## src/rtl/mem_access_unit.sv

```systemverilog
// Memory stage controller: passes ALU results through in one cycle and
// sequences data-memory loads/stores with a stall, a bubble and a timeout.
//
// state  | meaning
// -------+------------------------------------------------------------
// S_IDLE | accepting a new EX/MEM entry when start_i is high
// S_WAIT | memory request outstanding, waiting for mem_ack_i or timeout
module mem_access_unit (
    input  logic        clk_i,
    input  logic        rst_i,
    input  logic        start_i,
    input  logic        RegWrite_i,
    input  logic        MemReg_i,
    input  logic        MemRead_i,
    input  logic        MemWrite_i,
    input  logic [4:0]  rd_addr_i,
    input  logic [31:0] alu_result_i,
    input  logic [31:0] wdata_i,
    input  logic        mem_ack_i,
    input  logic [31:0] mem_rdata_i,
    output logic        mem_req_o,
    output logic        mem_we_o,
    output logic [31:0] mem_addr_o,
    output logic [31:0] mem_wdata_o,
    output logic        stall_o,
    output logic        err_o,
    output logic        RegWrite_o,
    output logic        MemReg_o,
    output logic [4:0]  rd_addr_o,
    output logic [31:0] data1_o,
    output logic [31:0] data2_o
);

    typedef enum logic {
        S_IDLE = 1'b0,
        S_WAIT = 1'b1
    } state_t;

    localparam logic [7:0] CNT_MAX = 8'hFF;

    state_t      state_q, state_d;
    logic [7:0]  cnt_q, cnt_d;
    logic        hold_regwrite_q, hold_regwrite_d;
    logic        hold_memreg_q, hold_memreg_d;
    logic        hold_write_q, hold_write_d;
    logic [4:0]  hold_rd_q, hold_rd_d;

    logic        mem_req_d, mem_we_d, err_d;
    logic [31:0] mem_addr_d, mem_wdata_d;
    logic        regwrite_d, memreg_d;
    logic [4:0]  rd_addr_d;
    logic [31:0] data1_d, data2_d;

    logic        mem_op;
    logic        timeout;

    assign mem_op  = MemRead_i | MemWrite_i;
    assign timeout = (state_q == S_WAIT) && !mem_ack_i && (cnt_q == CNT_MAX);

    // The abandoned transaction must not hold the pipeline on its final cycle.
    assign stall_o = ((state_q == S_IDLE) && start_i && mem_op) ||
                     ((state_q == S_WAIT) && !mem_ack_i && !timeout);

    always_comb begin
        state_d         = state_q;
        cnt_d           = cnt_q;
        hold_regwrite_d = hold_regwrite_q;
        hold_memreg_d   = hold_memreg_q;
        hold_write_d    = hold_write_q;
        hold_rd_d       = hold_rd_q;
        mem_req_d       = mem_req_o;
        mem_we_d        = mem_we_o;
        mem_addr_d      = mem_addr_o;
        mem_wdata_d     = mem_wdata_o;
        err_d           = err_o;
        regwrite_d      = RegWrite_o;
        memreg_d        = MemReg_o;
        rd_addr_d       = rd_addr_o;
        data1_d         = data1_o;
        data2_d         = data2_o;

        unique case (state_q)
            S_IDLE: begin
                if (start_i) begin
                    if (mem_op) begin
                        hold_regwrite_d = RegWrite_i;
                        hold_memreg_d   = MemReg_i;
                        hold_write_d    = MemWrite_i;
                        hold_rd_d       = rd_addr_i;
                        mem_req_d       = 1'b1;
                        mem_we_d        = MemWrite_i;
                        mem_addr_d      = alu_result_i;
                        mem_wdata_d     = wdata_i;
                        cnt_d           = 8'd0;
                        regwrite_d      = 1'b0;
                        memreg_d        = 1'b0;
                        rd_addr_d       = 5'd0;
                        data1_d         = 32'd0;
                        data2_d         = 32'd0;
                        state_d         = S_WAIT;
                    end else begin
                        regwrite_d = RegWrite_i;
                        memreg_d   = MemReg_i;
                        rd_addr_d  = rd_addr_i;
                        data1_d    = 32'd0;
                        data2_d    = alu_result_i;
                    end
                end
            end
            S_WAIT: begin
                if (mem_ack_i) begin
                    regwrite_d = hold_regwrite_q;
                    memreg_d   = hold_memreg_q;
                    rd_addr_d  = hold_rd_q;
                    data1_d    = hold_write_q ? 32'd0 : mem_rdata_i;
                    data2_d    = mem_addr_o;
                    mem_req_d  = 1'b0;
                    mem_we_d   = 1'b0;
                    cnt_d      = 8'd0;
                    state_d    = S_IDLE;
                end else begin
                    regwrite_d = 1'b0;
                    memreg_d   = 1'b0;
                    rd_addr_d  = 5'd0;
                    data1_d    = 32'd0;
                    data2_d    = 32'd0;
                    if (timeout) begin
                        err_d     = 1'b1;
                        mem_req_d = 1'b0;
                        mem_we_d  = 1'b0;
                        cnt_d     = 8'd0;
                        state_d   = S_IDLE;
                    end else begin
                        cnt_d = cnt_q + 8'd1;
                    end
                end
            end
            default: state_d = S_IDLE;
        endcase
    end

    always_ff @(posedge clk_i) begin
        if (rst_i) begin
            state_q         <= S_IDLE;
            cnt_q           <= 8'd0;
            hold_regwrite_q <= 1'b0;
            hold_memreg_q   <= 1'b0;
            hold_write_q    <= 1'b0;
            hold_rd_q       <= 5'd0;
            mem_req_o       <= 1'b0;
            mem_we_o        <= 1'b0;
            mem_addr_o      <= 32'd0;
            mem_wdata_o     <= 32'd0;
            err_o           <= 1'b0;
            RegWrite_o      <= 1'b0;
            MemReg_o        <= 1'b0;
            rd_addr_o       <= 5'd0;
            data1_o         <= 32'd0;
            data2_o         <= 32'd0;
        end else begin
            state_q         <= state_d;
            cnt_q           <= cnt_d;
            hold_regwrite_q <= hold_regwrite_d;
            hold_memreg_q   <= hold_memreg_d;
            hold_write_q    <= hold_write_d;
            hold_rd_q       <= hold_rd_d;
            mem_req_o       <= mem_req_d;
            mem_we_o        <= mem_we_d;
            mem_addr_o      <= mem_addr_d;
            mem_wdata_o     <= mem_wdata_d;
            err_o           <= err_d;
            RegWrite_o      <= regwrite_d;
            MemReg_o        <= memreg_d;
            rd_addr_o       <= rd_addr_d;
            data1_o         <= data1_d;
            data2_o         <= data2_d;
        end
    end

endmodule

```

## config.mk

```make
export PLATFORM = sky130hd
export DESIGN_NAME = mem_access_unit
export DESIGN_NICKNAME = d
export VERILOG_FILES = /design/src/rtl/mem_access_unit.sv
export SDC_FILE = /design/constraint.sdc
export NUM_CORES = 1
export LEC_CHECK = 0
export ABC_AREA = 1
export BUFFER_PORTS_ARGS = -buffer_cell sky130_fd_sc_hd__buf_2
export CAP_MARGIN = 10
export CELL_PAD_IN_SITES_DETAIL_PLACEMENT = 1
export CELL_PAD_IN_SITES_GLOBAL_PLACEMENT = 1
export CORE_UTILIZATION = 30
export CTS_BUF_LIST = sky130_fd_sc_hd__clkbuf_16
export DETAILED_ROUTE_END_ITERATION = 8
export GPL_ROUTABILITY_DRIVEN = 0
export GPL_TIMING_DRIVEN = 0
export PLACE_DENSITY_LB_ADDON = 0.1
export RECOVER_POWER = 50
export REMOVE_ABC_BUFFERS = 1
export SYNTH_ARGS = -nofsm -noshare
export SYNTH_HDL_FRONTEND = slang
export SYNTH_SLANG_ARGS = --single-unit
```

## constraint.sdc

```tcl
create_clock -name clk_i -period 1.4 [get_ports clk_i]
set_input_delay 0.28 -clock clk_i [delete_from_list [all_inputs] [get_ports clk_i]]
set_output_delay 0.28 -clock clk_i [all_outputs]
set_load 0.005 [all_outputs]
```

### Yosys cells after proc, flatten, opt, wreduce, memory -nomap -nowiden

Cells that the tools add are included.

| storage, ports and cells | value |
|---|---|
| output and inout bits | 139 |
| input port bits | 109 |
| flip-flop bits (word level) | 155 |
| word-level logic and storage cells | 74 |

| cells by class | value |
|---|---|
| muxes and demuxes | 38 |
| $add $sub $neg | 1 |
| bitwise operators | 3 |
| reduce and logical (&&, ||, !) cells | 12 |
| equality and inequality tests | 4 |

Operator list:

| operator | count |
|---|---|
| 32-bit two-way mux | 6 |
| 32-bit one-hot mux with 2 select lines | 2 |
| 8-bit two-way mux | 4 |
| 1-bit two-way mux | 16 |
| 8-bit one-hot mux with 2 select lines | 1 |
| 5-bit two-way mux | 3 |
| 1-bit one-hot mux with 2 select lines | 5 |
| 5-bit one-hot mux with 2 select lines | 1 |
| 3-bit AND reduction | 3 |
| 8-bit by 1-bit adder with 8-bit output (second input constant) | 1 |
| 8-bit == test (second input constant) | 1 |
| 1-bit logical AND | 5 |
| 2-bit != test (second input constant) | 2 |
| 3-bit by 2-bit != test with 1-bit output (second input constant) | 1 |
| 1-bit logical NOT | 2 |
| 1-bit inverter | 2 |
| 2-bit AND reduction | 1 |
| 1-bit logical OR | 1 |
| 1-bit OR | 1 |

### Longest topological paths before layout

Gate-level depths: netlist of run 1.

| depth | value |
|---|---|
| depth after elaboration | 6 |
| mapped depth | 8 |
| depth with buffers taken out | 8 |

### Worst setup path after synthesis of run 1

OpenSTA, ideal clock, no wires.

| timing path | value |
|---|---|
| kind | register -> output |
| from | register state_q |
| to | output stall_o |
| slack | 0.037 ns |
| buffers on the path | 3 |
| data required time | 1.120 ns |
| cell stages (with the launch flop) | 7 |
| arrival time | 1.083 ns |
| cells stage by stage | dfxtp_1 nor3_2 buf_4 inv_2 buf_6 buf_6 nand2_1 |

| on the way | value |
|---|---|
| word-level cells in the longest chain between the ends | 5 |
| elaborated cells between the ends (all ways) | 8 |
| classes of those cells | bitwise: 1; reduce/logical: 7 |

RTL lines:

| what | line | source |
|---|---|---|
| start, declared | 41 | `state_t state_q, state_d;` |
| start signal, assigned | 161 | `state_q <= state_d;` |
| 1-bit logical AND | 58, 62 |  |
| 1-bit logical AND | 58 | `assign timeout = (state_q == S_WAIT) && !mem_ack_i && (cnt_q == CNT_MAX);` |
| 1-bit logical NOT | 62 | `((state_q == S_WAIT) && !mem_ack_i && !timeout);` |
| 1-bit logical AND | 62 |  |
| 1-bit logical OR * | 61 | `assign stall_o = ((state_q == S_IDLE) && start_i && mem_op) \|\|` |
| end, declared | 25 | `output logic stall_o,` |

Mark *: on every way between the ends. The rest lies on a longest branch, timed or not.

### Worst setup path in the final report of run 1

| timing path | value |
|---|---|
| from | register cnt_q[0] |
| to | output stall_o |

| on the way | value |
|---|---|
| word-level cells in the longest chain between the ends | 5 |

RTL lines:

| what | line | source |
|---|---|---|
| start, declared | 42 | `logic [7:0] cnt_q, cnt_d;` |
| start signal, assigned | 162 | `cnt_q <= cnt_d;` |
| 8-bit == test | 58 |  |
| 1-bit logical AND | 58 |  |
| 1-bit logical NOT | 62 |  |
| 1-bit logical AND | 62 |  |
| 1-bit logical OR | 61 |  |

No other way between the ends.

==> impl_results.md, run 1 <==
* Status: complete, but fails checks
* Failing checks: negative setup slack
* Count of boundary I/O pins at between 200 and 250
* Antenna violations before repair at 2
* Min Clock Period, post-route at 1.77 ns
* Hold buffer count at cts at 0
* Pin count of the biggest net entering global routing at 89
* Antenna viol nets, final at 0
* Setup slack of the critical path after layout at -0.367 ns
* Worst setup SP type: register
* Later-pin clock latency in the skew report at 0.42 ns
* Number of buffers created by CTS at 17
* RSZ-0062 raised after global routing: true
* Final Slew Violations at 0
* Period utilisation layout at 1.26
* Post-detail-place hpwl at 11800 µm
* Fin nets at approximately 1200
* Most common library cell in the layout ignoring fill and taps: sky130_fd_sc_hd__buf_2
* Reg2Reg Setup Slack at -0.30 ns
* Worst Setup Slack post-DPL at -1.55 ns
* Req. time, crit path at between 1 and 1.5 ns
* Synthesized area at 5790 µm²
* Area of the die at 19900 µm²
* Core region area at around 19000 µm²
* Largest fanout of any net on the critical path at 3
* Max_cap viols at 0
* Int Power at 8.35 mW
* Cell depth of the worst hold path at 3
* Worst Hold Class: input port to register
* Clock Tree Root: sky130_fd_sc_hd__clkbuf_16
* Syn-to-layout area delta at 67.2%
* Share of synthesized area occupied by flip-flops and latches at 0.536
* Routed length per instance at 18.4 µm
* Overflow left after global routing at 0
* First-iteration detailed-routing DRC count at about 210
* Endpoint of the most critical setup path: stall_o
* Number of global-route vias before repair at roughly 6100
* Number of iterations in the first detailed-routing pass at 4
* Met2 global-route usage at 0.387
* Worst slew margin at 0.664
* CTS tree: yes
* Clock slew at reported path FFs at 0.06 ns
* Gate count after technology mapping at 750
* First-pass GRT wire length at 35000 µm
* Global-route track usage on met3 at 0.0683
* Part of the total power dissipated in combinational logic at 0.190
* Clock share of power at 0.392
* Die Wd at 141 µm
* Largest clock skew in the final design at 0.00819 ns
* Remaining design rule violation count at 0
* Count of buffers from port buffering at 247
* Count of state elements after synthesis at 155
* Most used routing layer in global routing: met2
* Detailed Route WL at 24100 µm
* Largest voltage drop on the vdd net at roughly 0.84 mV
* Power Density at 1210 nW/µm²
* Cells on worst reg2reg path at 10
* Effective utilization at floorplan at 0.307
* Number of different library cells in the post-synthesis netlist at 25
* Hold Vio Cnt, Final at 0
* Critical Path Sink Type: output pin
* CP Class: register to output pin
* Via count at 6289
* DIE HEIGHT at 141 µm
* Proportion of layout cells with a drive suffix above 1 at 0.469
* RR Endpoint: mem_wdata_o[30]
* Mean area per synthesized cell at 7.72 µm²
* Commonest cells after routing, fill and taps aside: sky130_fd_sc_hd__buf_2 (243), sky130_fd_sc_hd__nand2_1 (155), sky130_fd_sc_hd__dfxtp_1 (151)
* Net switching power figure at 3.32 mW
* Warnings, synthesis at 0
* Setup violators final at slightly below 80
* H-tree Lvls at 4
* Clock sinks at 155
* Critical path startpoint: cnt_q[0]
* Hold_ws at 0.0796 ns
* GR Util All Layers at 0.232
* Worst flop-to-flop path startpoint: state_q
* Number of placement rows at 50
* Part of the total power dissipated in sequential elements at 0.419
* Slew of the pin with the lowest slew margin at between 0.5 and 0.6 ns
* Average vias per placed instance at 4.78
* LEAKAGE at roughly 4.2 nW
* TNS Setup at -16.15 ns
* Max Fclk at 566 MHz
* Max Root-Sink Buffers at 2
* Met1 capacity usage during global routing at 0.296
* Worst Path Arrival at 1.49 ns
* Switching part of the total power at 0.285
[per-stage QoR]
stage	power [mW]	instances	util	instance area [µm²]
6_report	11.7	1315	0.514	9680
5_1_grt	12.2	1315	0.514	9680
4_1_cts	11.4	1295	0.479	9010
3_5_place_dp	6.21	1208	0.383	7210
3_3_place_gp	6.14	1203	0.375	7060
2_1_floorplan	5.46	696	-	5500
[power groups by stage]
stage	registers, mW	clock network [mW]	logic, mW
after floorplan	4.96	0	0.496
after global placement	4.94	0	1.21
after detailed placement	4.94	0	1.26
after CTS	4.86	4.69	1.90
after global routing	4.92	4.87	2.38
final	4.88	4.57	2.21
[registers in the layout, indices dropped and copies added (netlist names)]
name and cells:
hold_memreg_q 1, hold_write_q 1, RegWrite_o 1, mem_wdata_o 32, cnt_q 8, err_o 1, state_q 1, mem_we_o 1
data2_o 32, mem_req_o 1, data1_o 32, mem_addr_o 32, hold_rd_q 5, hold_regwrite_q 1, MemReg_o 1, rd_addr_o 5
[routing by layer]
metal,part of all wire,up-vias,routed length [µm]
li1,-,3076,-
met1,0.45,3046,10900
met2,0.49,145,11800
met3,0.049,20,1180
met4,0.011,2,269
met5,0.00041,-,10
[what timing repair did]
item                       in CTS  in global routing
buffers inserted               36                 14
resized for setup             192                161
pin swaps                      38                 37
setup endpoints to repair     155                131
gates cloned                   19                  7
[worst min path at each step]
| stage | from | to | slack (ns) |
|---|---|---|---|
| global route | wdata_i[20] | mem_wdata_o[20] | 0.08 |
| floorplan | rst_i | state_q | 0.34 |
| detailed placement | data1_o[2] | data1_o[2] | 0.45 |
| global placement | err_o | err_o | 0.44 |
| CTS | wdata_i[18] | mem_wdata_o[18] | 0.05 |
| finish | wdata_i[25] | mem_wdata_o[25] | 0.08 |
[area by class of cell]
type                            count  area [µm²]
Sequential cell                   155        3110
Clock inverter                     15         151
Antenna cell                        1        2.50
Fill cell                        2188        9160
Timing Repair Buffer              309        2280
Timing Repair inverter             15         226
Clock buffer                       17         425
Multi-Input combinational cell    528        3020
Tap cell                          260         325
Inverter                           15         133
[cell usage after synthesis (all sizes together)]
master	n	area [µm²]
a21oi	37	189
a31oi	39	244
buf	20	160
clkbuf	34	128
dfxtp	155	3100
ha	1	12.5
inv	15	56.3
nand2	163	614
nand3	7	35.0
nand4	1	6.26
nor2	156	611
nor3	2	15.0
o21ai	116	584
o22ai	1	6.26
or2	1	6.26
xor2	2	17.5
[cell families after synthesis]
| kind of cell | after synthesis | synth area share |
|---|---|---|
| DFF | 155 | 0.536 |
| and+or+nand+nor | 330 | 0.222 |
| AOI/OAI and AO/OA | 193 | 0.177 |
| buffers and inverters | 69 | 0.0594 |
| xor gates and xnor gates | 2 | 0.00303 |
| adders and majority gates | 1 | 0.00216 |
[worst max-delay path: stages, from the launching register on]
cell and delay [ns]:
sky130_fd_sc_hd__dfxtp_4 0.35, sky130_fd_sc_hd__ha_2 0.22, sky130_fd_sc_hd__nand2_4 0.08, sky130_fd_sc_hd__nor2_4 0.09, sky130_fd_sc_hd__nand2_1 0.07, sky130_fd_sc_hd__nand2_2 0.11, sky130_fd_sc_hd__nand2_4 0.05, sky130_fd_sc_hd__buf_6 0.11
Power figures use the tool's default switching activity.
==> run 2: changes to the inputs <==
--- a/config.mk
+++ b/config.mk
@@ -6,16 +6,15 @@
 export NUM_CORES = 1
 export LEC_CHECK = 0
 export ABC_AREA = 1
-export BUFFER_PORTS_ARGS = -buffer_cell sky130_fd_sc_hd__buf_2
 export CAP_MARGIN = 10
 export CELL_PAD_IN_SITES_DETAIL_PLACEMENT = 1
 export CELL_PAD_IN_SITES_GLOBAL_PLACEMENT = 1
 export CORE_UTILIZATION = 30
 export CTS_BUF_LIST = sky130_fd_sc_hd__clkbuf_16
 export DETAILED_ROUTE_END_ITERATION = 8
-export GPL_ROUTABILITY_DRIVEN = 0
+export DONT_BUFFER_PORTS = 1
 export GPL_TIMING_DRIVEN = 0
-export PLACE_DENSITY_LB_ADDON = 0.1
+export PLACE_DENSITY = 0.7
 export RECOVER_POWER = 50
 export REMOVE_ABC_BUFFERS = 1
 export SYNTH_ARGS = -nofsm -noshare
==> impl_results.md, run 2 (synthesized netlist as in run 1, its figures left out) <==
* Post-detail-place hpwl at 10700 µm (-8.7%)
* Hold Path End: mem_addr_o[31]
* Cell area after placement at 5970 µm² (-17%)
* Pin count of the biggest net entering global routing at 104 (+17%)
* Overflow left after global routing at 0 (unchanged)
* Most common library cell in the layout ignoring fill and taps: sky130_fd_sc_hd__dfxtp_1
* CP max stage cell: sky130_fd_sc_hd__dfxtp_1
* Count of boundary I/O pins at 248 (unchanged)
* Commonest cells after routing, fill and taps aside: sky130_fd_sc_hd__dfxtp_1 (151), sky130_fd_sc_hd__nand2_1 (143), sky130_fd_sc_hd__nor2_1 (121)
* DIE HEIGHT at 141 µm (unchanged)
* Core region area at 18800 µm² (unchanged)
* Hold Vio Cnt, Final at 0 (unchanged)
* Setup slack of the critical path after layout at -0.266 ns (+0.101 ns)
* Slowest Stage Delay on Critical Path at 0.38 ns (+0.03 ns)
* Cells on worst reg2reg path at 9 (-1)
* Post-route standard cell area excluding fillers at 9600 µm² (-0.83%)
* Min Clock Period, post-route at 1.67 ns (-0.101 ns)
* Worst slew margin at 0.519 (-0.146)
* Largest clock skew in the final design at 0.0129 ns (+0.00468 ns)
* Average vias per placed instance at 5.20 (+8.8%)
* RSZ-0062 raised after global routing: true
* Overall power consumption at 11.7 mW (-0.14%)
* Met3 layer wire length in the routed design at 1930 µm (+64%)
* Slew of the pin with the lowest slew margin at 0.722 ns (+0.218 ns)
* Part of the total power dissipated in sequential elements at 0.430 (+0.011)
* Power Density at 1210 nW/µm² (+0.69%)
* Worst Hold Class: input port to register
* Syn-to-layout area delta at 65.8%
* Fin nets at 1001 (-13%)
* Final Slew Violations at 0 (unchanged)
* Worst Path Arrival at 1.39 ns (-0.10 ns)
* CP Class: register to output pin
* Number of iterations in the first detailed-routing pass at 4 (unchanged)
* Number of placement rows at 50 (unchanged)
* Clock Tree Root: sky130_fd_sc_hd__clkbuf_16
* First-iteration detailed-routing DRC count at 229 (+8.0%)
* Max_cap viols at 0 (unchanged)
* Antenna viol nets, final at 0 (unchanged)
* Sum of routed wire segments on met1 at 10900 µm (-0.14%)
* Failing checks: negative setup slack
* Number of global-route vias before repair at 6202 (+1.6%)
* Via count at 6057 (-3.7%)
* Count of buffers from port buffering at 0 (-100%)
* Clock sinks at 155 (unchanged)
* Req. time, crit path at 1.12 ns (about the same)
* Detailed Route WL at 27300 µm (+13%)
* GR Util All Layers at 0.230 (-0.00226)
* Clock slew at reported path FFs at 0.07 ns (about the same)
* Int Power at 8.02 mW (-4.0%)
* Remaining design rule violation count at 0 (unchanged)
* Series of cell instances along the critical path: inv_1 -> nor3_2 -> nand2_1 -> nand2_2 -> nand2_4
* Setup violators final at 138 (+79%)
* Effective utilization at floorplan at 0.307 (unchanged)
* Largest voltage drop on the vdd net at 0.826 mV (-2.0%)
* First-pass GRT wire length at 34600 µm (-1.3%)
* Switching part of the total power at 0.312 (+0.0274)
* Cell depth of the worst hold path at 2 (-1)
* Later-pin clock latency in the skew report at 0.44 ns (+0.02 ns)
* Worst setup SP type: register
* Clock share of power at 0.397 (+0.005)
* RePlAce Congestion at 0.746
* Period utilisation layout at 1.19 (-0.0719)
* Bufs and invs on worst path at 1 (unchanged)
* Critical path's top delay family: simple AND/OR/NAND/NOR gates
* Startpoint of the most critical hold path: alu_result_i[31]
* Worst flop-to-flop path startpoint: state_q
* Detail Route met2 WL at 13500 µm (+15%)
* Area of the die at 19900 µm² (unchanged)
* Die Wd at 141 µm (unchanged)
* Reg2Reg Setup Slack at -0.26 ns (+0.04 ns)
* Status: complete, but fails checks
* LEAKAGE at 3.54 nW (-15%)
* Routed length per instance at 23.4 µm (+28%)
* Hold_ws at 0.0147 ns (-0.0649 ns)
* CTS tree: yes
* Diodes inserted at 0 (-1)
* Part of the total power dissipated in combinational logic at 0.173 (-0.017)
* Max Used Layer: met4
* Critical Path Sink Type: output pin
* Proportion of layout cells with a drive suffix above 1 at 0.315 (-0.153)
* Antenna violations before repair at 0 (-2)
* Max Root-Sink Buffers at 2 (unchanged)
* Number of buffers created by CTS at 17 (unchanged)
* Max Fclk at 600 MHz (+6.0%)
* Net switching power figure at 3.64 mW (+9.5%)
* End-of-flow core utilization at 0.510 (-0.00425)
* H-tree Lvls at 4 (unchanged)
* Largest fanout of any net on the critical path at 3 (unchanged)
* RR Endpoint: mem_wdata_o[27]
[run 2: cell types whose count changed in the layout (fill, tap and decap cells not counted), sizes merged]
cell,before,now
nand2,164,163
inv,34,32
clkinv,5,6
buf,302,62
diode,1,0
clkinvlp,4,0
clkbuf,24,22
bufinv,2,0
dlygate4sd3,0,100
[run 2: per-stage QoR]
stage / cells / worst slack (ns) / TNS, ns
2_1_floorplan: 696 / -2.08 / -183.09
3_3_place_gp: 956 / -5.24 / -498.40
3_5_place_dp: 962 / -1.30 / -83.02
4_1_cts: 1132 / -0.205 / -3.14
5_1_grt: 1164 / -0.341 / -23.43
6_report: 1164 / -0.266 / -16.49
[run 2: area by class of cell]
| type | instances | area [µm²] |
|---|---|---|
| multi-input combinational | 527 | 3260 |
| timing repair inverter | 8 | 150 |
| clock inverter | 15 | 151 |
| fill | 2038 | 9240 |
| inverter | 15 | 105 |
| tap | 260 | 325 |
| clock buffer | 17 | 425 |
| timing repair buffer | 167 | 2060 |
| sequential | 155 | 3120 |
[run 2: power by group through the flow]
stage	clock network, mW	registers (mW)	logic [mW]
2_1_floorplan	0	4.96	0.496
3_3_place_gp	0	5.05	0.684
3_5_place_dp	0	5.05	0.746
4_1_cts	4.66	4.97	1.41
5_1_grt	4.88	5.04	2.13
6_report	4.62	5.01	2.02
[run 2: worst max-delay path by stage]
stage	from	endpoint	cells past startpoint
2_1_floorplan	state_q	stall_o	3
3_3_place_gp	state_q	stall_o	3
3_5_place_dp	state_q	cnt_q[0]	8
4_1_cts	cnt_q[1]	stall_o	6
5_1_grt	cnt_q[6]	stall_o	5
6_report	cnt_q[6]	stall_o	5
[run 2: layer usage]
metal  track usage  vias up
met3        0.0740       60
met5             0        -
met2         0.406      248
met4        0.0835        0
met1         0.259     2992
li1              -     2757
[run 2: worst reg2reg max path, stage by stage (launching register included)]
cell,delay (ns)
sky130_fd_sc_hd__dfxtp_4,0.37
sky130_fd_sc_hd__nor3_4,0.25
sky130_fd_sc_hd__buf_12,0.18
sky130_fd_sc_hd__buf_8,0.12
sky130_fd_sc_hd__buf_12,0.11
sky130_fd_sc_hd__buf_12,0.11
sky130_fd_sc_hd__buf_12,0.12
sky130_fd_sc_hd__buf_16,0.14
sky130_fd_sc_hd__o21ai_2,0.07
sky130_fd_sc_hd__nor2_1,0.15
[run 2: what timing repair did]
item / CTS / global route
hold buffers: 101 / 0
pin swaps: 33 / 77
hold endpoints to repair: 136 / 0
resized for setup: 109 / 263
cloned: 11 / 9
endpoints found under the setup margin: 149 / 126
buffers inserted: 26 / 28
